## config.mk

```make
export PLATFORM = sky130hd
export DESIGN_NAME = sseg_scan_scheduler
export DESIGN_NICKNAME = d
export VERILOG_FILES = /design/src/rtl/sseg_pkg.sv /design/src/rtl/sseg_prescaler.sv /design/src/rtl/sseg_scan_scheduler.sv
export SDC_FILE = /design/constraint.sdc
export NUM_CORES = 1
export LEC_CHECK = 0
export CAP_MARGIN = 5
export CORE_MARGIN = 2
export CORE_UTILIZATION = 28
export DETAILED_ROUTE_END_ITERATION = 12
export SETUP_SLACK_MARGIN = 0.5
export SLEW_MARGIN = 0
export SYNTH_ARGS = -nofsm -noshare
export SYNTH_HDL_FRONTEND = slang
export SYNTH_SLANG_ARGS = --single-unit
```

## constraint.sdc

```tcl
create_clock -name clk -period 2.6 [get_ports clk]
set_clock_uncertainty 0.15 [all_clocks]
set_input_delay 0.26 -clock clk [delete_from_list [all_inputs] [get_ports clk]]
set_output_delay 0.26 -clock clk [all_outputs]
set_load 0.01 [all_outputs]
```

## src/rtl/sseg_pkg.sv

```systemverilog
// Shared types and helpers for the seven-segment scan scheduler.
//   state_e       : scheduler state (IDLE, BLANK, DRIVE)
//   NIBBLE_W      : width of one displayed digit value
//   next_enabled  : next set bit of an enable mask above idx, wrapping
// Optional feature macro used by the top level: SSEG_DIM_EN.
package sseg_pkg;

  typedef enum logic [1:0] {
    IDLE  = 2'd0,
    BLANK = 2'd1,
    DRIVE = 2'd2
  } state_e;

  localparam int NIBBLE_W = 4;

  // Searches upward from idx+1 through the n active bits of en and wraps to
  // the bottom. Returns idx itself when no other digit is enabled. Passing
  // idx = n-1 therefore yields the lowest enabled digit.
  function automatic logic [2:0] next_enabled(input logic [2:0] idx,
                                              input logic [7:0] en,
                                              input int         n);
    logic [2:0] r;
    logic       found;
    int         cand;
    r     = idx;
    found = 1'b0;
    for (int k = 1; k <= 8; k++) begin
      if (k <= n && !found) begin
        cand = (int'(idx) + k) % n;
        if (en[cand[2:0]]) begin
          r     = cand[2:0];
          found = 1'b1;
        end
      end
    end
    return r;
  endfunction

endpackage

```

## src/rtl/sseg_prescaler.sv

```systemverilog
// Slot-timing counter for the scan scheduler.
//   clk, rst_n    : clock, synchronous active-low reset
//   clr_i         : force the count to 0 (has priority over en_i)
//   en_i          : advance the count, wrapping after PRESCALE-1
//   cnt_o         : current count within the slot
//   tc_o          : count is PRESCALE-1 (last cycle of the slot)
//   blank_done_o  : the next count is past the blank interval
module sseg_prescaler #(
  parameter int PRESCALE     = 100000,
  parameter int BLANK_CYCLES = 16,
  localparam int CNT_W       = $clog2(PRESCALE)
) (
  input  logic             clk,
  input  logic             rst_n,
  input  logic             clr_i,
  input  logic             en_i,
  output logic [CNT_W-1:0] cnt_o,
  output logic             tc_o,
  output logic             blank_done_o
);

  logic [CNT_W-1:0] cnt_q;

  always_ff @(posedge clk) begin
    if (!rst_n) begin
      cnt_q <= '0;
    end else if (clr_i) begin
      cnt_q <= '0;
    end else if (en_i) begin
      cnt_q <= tc_o ? '0 : cnt_q + 1'b1;
    end
  end

  assign cnt_o        = cnt_q;
  assign tc_o         = (cnt_q == CNT_W'(PRESCALE - 1));
  // Looks one cycle ahead so the registered anode turns on exactly when the
  // count reaches BLANK_CYCLES.
  assign blank_done_o = (cnt_q >= CNT_W'(BLANK_CYCLES - 1));

endmodule

```

## src/rtl/sseg_scan_scheduler.sv

```systemverilog
// Seven-segment scan scheduler: steps through the enabled digits, one slot of
// PRESCALE cycles each, with all anodes off for the first BLANK_CYCLES of every
// slot. Display data is double-buffered and only committed at frame
// boundaries (slot advance onto the lowest enabled digit).
//   clk, rst_n   : clock, synchronous active-low reset
//   digit_en     : per-digit scan enable (all zero -> IDLE)
//   load         : strobe, captures load_data into the shadow buffer
//   load_data    : digit i value in bits [4i+3:4i]
//   load_ack     : pulse when the shadow is committed to the display register
//   digit_idx    : digit currently scheduled
//   anode_n      : active-low one-hot anode drive
//   nibble       : display-register value of digit_idx
//   frame_start  : pulse on the first slot of each frame
//   dim_level    : (SSEG_DIM_EN only) drive-window length, 7 = full
// All outputs are registered and reflect the next-state values computed below.
module sseg_scan_scheduler
  import sseg_pkg::*;
#(
  parameter int NUM_DIGITS   = 4,
  parameter int PRESCALE     = 100000,
  parameter int BLANK_CYCLES = 16,
  localparam int IDX_W       = $clog2(NUM_DIGITS)
) (
  input  logic                       clk,
`ifdef SSEG_DIM_EN
  input  logic [2:0]                 dim_level,
`endif
  input  logic                       rst_n,
  input  logic [NUM_DIGITS-1:0]      digit_en,
  input  logic                       load,
  input  logic [4*NUM_DIGITS-1:0]    load_data,
  output logic                       load_ack,
  output logic [IDX_W-1:0]           digit_idx,
  output logic [NUM_DIGITS-1:0]      anode_n,
  output logic [NIBBLE_W-1:0]        nibble,
  output logic                       frame_start
);

  localparam int CNT_W = $clog2(PRESCALE);
  localparam int DE_W  = CNT_W + 1;

  state_e                    state_q, state_d;
  logic [IDX_W-1:0]          idx_q, idx_d;
  logic [NUM_DIGITS-1:0]     anode_q, anode_d;
  logic [NIBBLE_W-1:0]       nibble_q, nibble_d;
  logic                      ack_q, ack_d;
  logic                      fs_q, fs_d;
  logic [4*NUM_DIGITS-1:0]   shadow_q, shadow_d;
  logic [4*NUM_DIGITS-1:0]   disp_q, disp_d;
  logic                      pend_q, pend_d;

  logic [CNT_W-1:0]          cnt, p_next;
  logic                      tc, blank_done, clr;
  logic [7:0]                en8;
  logic [IDX_W-1:0]          lowest, nxt;
  logic                      boundary;
  logic [DE_W-1:0]           drive_end;

  assign en8    = 8'(digit_en);
  assign lowest = IDX_W'(next_enabled(3'(NUM_DIGITS - 1), en8, NUM_DIGITS));
  assign nxt    = IDX_W'(next_enabled(3'(idx_q), en8, NUM_DIGITS));
  // Counter sits at 0 while idle and restarts at 0 on the idle exit.
  assign clr    = (digit_en == '0) || (state_q == IDLE);
  assign p_next = (clr || tc) ? '0 : cnt + 1'b1;

  sseg_prescaler #(
    .PRESCALE     (PRESCALE),
    .BLANK_CYCLES (BLANK_CYCLES)
  ) u_presc (
    .clk          (clk),
    .rst_n        (rst_n),
    .clr_i        (clr),
    .en_i         (~clr),
    .cnt_o        (cnt),
    .tc_o         (tc),
    .blank_done_o (blank_done)
  );

`ifdef SSEG_DIM_EN
  logic [2:0] dim_q;
  logic       slot_start;

  // Brightness is latched once per slot so the drive window never changes
  // length partway through a digit.
  assign slot_start = (digit_en != '0) && ((state_q == IDLE) || tc);
  assign drive_end  = DE_W'(BLANK_CYCLES +
                            ((PRESCALE - BLANK_CYCLES) * (int'(dim_q) + 1)) / 8);

  always_ff @(posedge clk) begin
    if (!rst_n) begin
      dim_q <= 3'd7;
    end else if (slot_start) begin
      dim_q <= dim_level;
    end
  end
`else
  assign drive_end = DE_W'(PRESCALE);
`endif

  always_comb begin
    state_d  = state_q;
    idx_d    = idx_q;
    boundary = 1'b0;
    if (digit_en == '0) begin
      state_d = IDLE;
    end else if (state_q == IDLE) begin
      state_d  = BLANK;
      idx_d    = lowest;
      boundary = 1'b1;
    end else if (tc) begin
      state_d  = BLANK;
      idx_d    = nxt;
      boundary = (nxt == lowest);
    end else begin
      state_d = blank_done ? DRIVE : BLANK;
    end

    // Live digit_en gates the anode so a digit disabled mid-slot goes dark
    // right away while the slot itself runs to completion.
    anode_d = '1;
    if (state_d == DRIVE && digit_en[idx_d] && ({1'b0, p_next} < drive_end)) begin
      anode_d[idx_d] = 1'b0;
    end

    // Commit uses the shadow as it was before this cycle, so a load landing
    // on the boundary stays pending for the following frame.
    shadow_d = shadow_q;
    disp_d   = disp_q;
    pend_d   = pend_q;
    ack_d    = 1'b0;
    if (boundary && pend_q) begin
      disp_d = shadow_q;
      pend_d = 1'b0;
      ack_d  = 1'b1;
    end
    if (load) begin
      shadow_d = load_data;
      pend_d   = 1'b1;
    end

    nibble_d = disp_d[{idx_d, 2'b00} +: NIBBLE_W];
    fs_d     = boundary;
  end

  always_ff @(posedge clk) begin
    if (!rst_n) begin
      state_q  <= IDLE;
      idx_q    <= '0;
      anode_q  <= '1;
      nibble_q <= '0;
      ack_q    <= 1'b0;
      fs_q     <= 1'b0;
      shadow_q <= '0;
      disp_q   <= '0;
      pend_q   <= 1'b0;
    end else begin
      state_q  <= state_d;
      idx_q    <= idx_d;
      anode_q  <= anode_d;
      nibble_q <= nibble_d;
      ack_q    <= ack_d;
      fs_q     <= fs_d;
      shadow_q <= shadow_d;
      disp_q   <= disp_d;
      pend_q   <= pend_d;
    end
  end

  assign digit_idx   = idx_q;
  assign anode_n     = anode_q;
  assign nibble      = nibble_q;
  assign load_ack    = ack_q;
  assign frame_start = fs_q;

endmodule

```

==> results_dict.tcl, run 1 <==
set metrics [dict create \
    status "finished with violations" \
    failed_checks "setup timing" \
    avgRoutedWirePerCell_microns 13.0 \
    final_min_period_over_clock_period_pct 105 \
    setup-tns-final_ns -0.423 \
    critical_path.most_common_cell "sky130_fd_sc_hd__or4_4" \
    worst_path_dominant_cell_family "simple AND/OR/NAND/NOR gates" \
    grt_overflow 0 \
    floorplan.io_pins 35 \
    clk-insertion-delay-late_ns 0.33 \
    std_cell_rows 37 \
    floorplan.die.width_microns 107 \
    min-delay-path-class "reg -> reg" \
    seq_area_frac_synth_pct 43.4 \
    worst_setup_path_start_kind "flip-flop" \
    slew_viol_final 0 \
    num-nets-final 419 \
    vdd_drop_max_uv 232 \
    htreeDepth 3 \
    placed_cells_incl_taps 510 \
    clock.fmax_mhz 368 \
    postSynth.asyncResetShare_pct 0 \
    power.internal_mw 1.76 \
    worst-path-max-fanout 6 \
    final-setup-viol-count 4 \
    net_count_synth 338 \
    fin_hold_ws_ns 0.304 \
    synth_flop_cell "sky130_fd_sc_hd__dfxtp_1" \
    crit_end_category "flip-flop" \
    timing.critical_path.required_ns 2.72 \
    synth-edff-count 0 \
    power_density_nw_per_um2 528 \
    start_util_pct 28.7 \
    first_pass_grt_wire_length_mm 11.5 \
    p_total_mw 2.28 \
    synthesis.yosys.warnings 0 \
    yosys_register_bits 64 \
    hpwl_mm 4.80 \
    rsz0062_at_grt "true" \
    antenna_left 0 \
    initial_antenna_violation_count 0 \
    cpMaxStageDelayCell "sky130_fd_sc_hd__or4_4" \
    area.growth.synth_to_final_pct 46.5 \
    clock_power_share_pct 41.5 \
    setup.worst_path.class "reg -> reg" \
    cts_hold_fix_bufs 0 \
    cts-buffers-inserted 9 \
    groute.usage.overall_pct 12.4 \
    pwr-share-seq_pct 45.4 \
    power_switching_share_pct 22.6 \
    design_area_sq_um 4320 \
    crit_chain "or4_4 -> or4_4 -> buf_6 -> nor4_4 -> nor3_2 -> buf_4 -> nand2_4 -> o221ai_1 -> o21ba_1" \
    die_area_sq_um 11400 \
    port_buffers 34 \
    clk_pin_slew_worst_paths_ns 0.07 \
    syn_area_sq_um 2950 \
    leakage_nw 1.72 \
    die_y_microns 107 \
    clock_path_buffers 2 \
    detail_route.iter0.violations 91 \
    vias_per_cell 4.61 \
    nFillCells 985 \
    syn_inst 314 \
    max_cap_viol_count 0 \
    net-switching-power_mw 0.517 \
    totalWireLength_mm 6.97 \
    avgSynthCellArea_sq_um 9.39 \
    cts_tree "yes" \
    path_buf_inv 2 \
    core_area_sq_um 10300 \
    drt_first_pass_iters 5 \
    final_hold_viol_count 0 \
    clk_root_buf "sky130_fd_sc_hd__clkbuf_8" \
    critical_path_arrival_ns 2.84 \
    actual_transition_at_the_worst_max_transition_pin_ns 0.486 \
    power.share.combinational_pct 13.0 \
    grt_max_degree 18 \
    min_period_ns 2.72 \
    cts.sinks 64 \
    critical_path.max_stage_delay_ns 0.57 \
    fraction_of_layout_cells_with_a_size_suffix_above_1_pct 32.3 \
    insertedDiodeCount 0 \
    drc_errors 0 \
    num_vias 2468 \
    gp_congestion 0.796 \
    finish.cell_count_without_fillers 535 \
    placement.cell_area_sq_um 3810 \
    yosysUniqueCellTypes 58 \
    postLayoutSetupSlackWorst_ns -0.121 \
    relSlewSlack_pct 67.6 \
    grt_pass1_vias 2425 \
]
final cells by class:
type / instances / area [sq um] / area share, %
Inverter: 8 / 30.0 / 0.695
Clock inverter: 3 / 65.1 / 1.51
Timing Repair Buffer: 88 / 796 / 18.4
Clock buffer: 12 / 155 / 3.59
Multi-Input combinational cell: 224 / 1810 / 41.8
Sequential cell: 64 / 1300 / 30.0
Tap cell: 136 / 170 / 3.94
cell usage after synthesis (2+ instances only):
cell type | instances | area share (%)
sky130_fd_sc_hd__dfxtp_1 | 64 | 43
sky130_fd_sc_hd__clkbuf_1 | 16 | 2.0
sky130_fd_sc_hd__nor3b_1 | 3 | 0.76
sky130_fd_sc_hd__mux2_2 | 7 | 2.7
sky130_fd_sc_hd__a211oi_1 | 2 | 0.51
sky130_fd_sc_hd__and3_1 | 3 | 0.64
sky130_fd_sc_hd__nand3b_1 | 3 | 0.76
sky130_fd_sc_hd__mux2i_1 | 30 | 10
sky130_fd_sc_hd__nand2b_1 | 4 | 0.85
sky130_fd_sc_hd__or2_2 | 2 | 0.42
sky130_fd_sc_hd__xor2_1 | 5 | 1.5
sky130_fd_sc_hd__nand4_1 | 4 | 0.85
sky130_fd_sc_hd__nor3_1 | 5 | 0.85
sky130_fd_sc_hd__and2_1 | 8 | 1.7
sky130_fd_sc_hd__inv_1 | 8 | 1.0
sky130_fd_sc_hd__or3_1 | 4 | 0.85
sky130_fd_sc_hd__nand3_1 | 12 | 2.0
sky130_fd_sc_hd__buf_6 | 3 | 1.1
sky130_fd_sc_hd__o221ai_1 | 4 | 1.2
sky130_fd_sc_hd__xnor2_1 | 9 | 2.7
sky130_fd_sc_hd__and4_1 | 2 | 0.59
sky130_fd_sc_hd__nor4_1 | 4 | 0.85
sky130_fd_sc_hd__o21ai_0 | 3 | 0.51
sky130_fd_sc_hd__nand2_1 | 12 | 1.5
sky130_fd_sc_hd__nor2_1 | 52 | 6.6
sky130_fd_sc_hd__nor4_2 | 2 | 0.85
sky130_fd_sc_hd__a21oi_1 | 6 | 1.0
sky130_fd_sc_hd__or4_4 | 2 | 0.76
sky130_fd_sc_hd__o21ba_1 | 3 | 1.0
sky130_fd_sc_hd__o22ai_1 | 2 | 0.42
sky130_fd_sc_hd__or4_1 | 3 | 0.76
layout by cell type, fill, tap and decap left out, types with 7 or more instances in the layout:
| cell type | n |
|---|---|
| sky130_fd_sc_hd__and2_1 | 7 |
| sky130_fd_sc_hd__buf_4 | 44 |
| sky130_fd_sc_hd__buf_6 | 8 |
| sky130_fd_sc_hd__clkbuf_8 | 11 |
| sky130_fd_sc_hd__clkdlybuf4s50_1 | 34 |
| sky130_fd_sc_hd__dfxtp_1 | 55 |
| sky130_fd_sc_hd__dfxtp_2 | 7 |
| sky130_fd_sc_hd__inv_1 | 8 |
| sky130_fd_sc_hd__mux2i_1 | 24 |
| sky130_fd_sc_hd__nand2_1 | 11 |
| sky130_fd_sc_hd__nand3_1 | 9 |
| sky130_fd_sc_hd__nor2_1 | 50 |
| sky130_fd_sc_hd__xnor2_1 | 9 |
kinds of logic (layout without fill, tap and decap cells):
family | Yosys count | in the layout | synth area share, %
simple gates | 132 | 133 | 24.4
flops | 64 | 64 | 43.4
compound gates | 38 | 38 | 10.2
mux | 38 | 38 | 13.2
buf+inv | 27 | 111 | 4.20
xor+xnor | 14 | 14 | 4.16
fa+ha+maj | 1 | 1 | 0.424
state kept, by name, summed over array words and instances (netlist names):
register / count
u_presc.cnt_o: 17
load_ack: 1
shadow_q: 16
state_q: 2
disp_q: 16
nibble: 4
frame_start: 1
digit_idx: 2
pend_q: 1
anode_n: 4
power by group through the flow:
stage / clock network [mW] / logic (mW) / registers (mW)
3_3_place_gp: 0 / 0.246 / 1.06
2_1_floorplan: 0 / 0.141 / 1.05
6_report: 0.947 / 0.297 / 1.04
5_1_grt: 1.01 / 0.320 / 1.04
4_1_cts: 0.973 / 0.283 / 1.04
3_5_place_dp: 0 / 0.249 / 1.06
layer usage:
layer	vias up	share of wire, %	global-route usage (%)
li1	1283	-	-
met2	42	46	20.7
met5	-	0	0
met3	5	3.5	3.04
met4	0	0.56	2.97
met1	1138	50	16.2
per-stage QoR:
step | utilization [%] | setup slack, ns
global route | 42.0 | -0.188
CTS | 40.7 | -0.121
detailed placement | 37.1 | -0.209
global placement | 37.1 | -0.135
floorplan | - | 0.00196
finish | 42.0 | -0.121
final timing paths:
check / start / endpoint / slack [ns] / cells after the start
max reg2reg: u_presc.cnt_o[11] / nibble[1] / -0.12 / 9
min: u_presc.cnt_o[0] / u_presc.cnt_o[0] / 0.30 / 1
max: u_presc.cnt_o[11] / nibble[1] / -0.12 / 9
min reg2reg: u_presc.cnt_o[0] / u_presc.cnt_o[0] / 0.30 / 1
timing repair:
action,in CTS,in global routing
buffers inserted,5,3
setup endpoints to repair,43,45
pin swaps,4,11
gates cloned,2,0
gates resized for setup,19,24
Note: power is estimated with default switching activity, not from simulation.
==> run 2: changes to the inputs <==
Settings changed: CTS_CLUSTER_SIZE set to 20.
==> results of run 2 <==
Same layout as run 1: the final DEF is identical, and so are final timing and power.
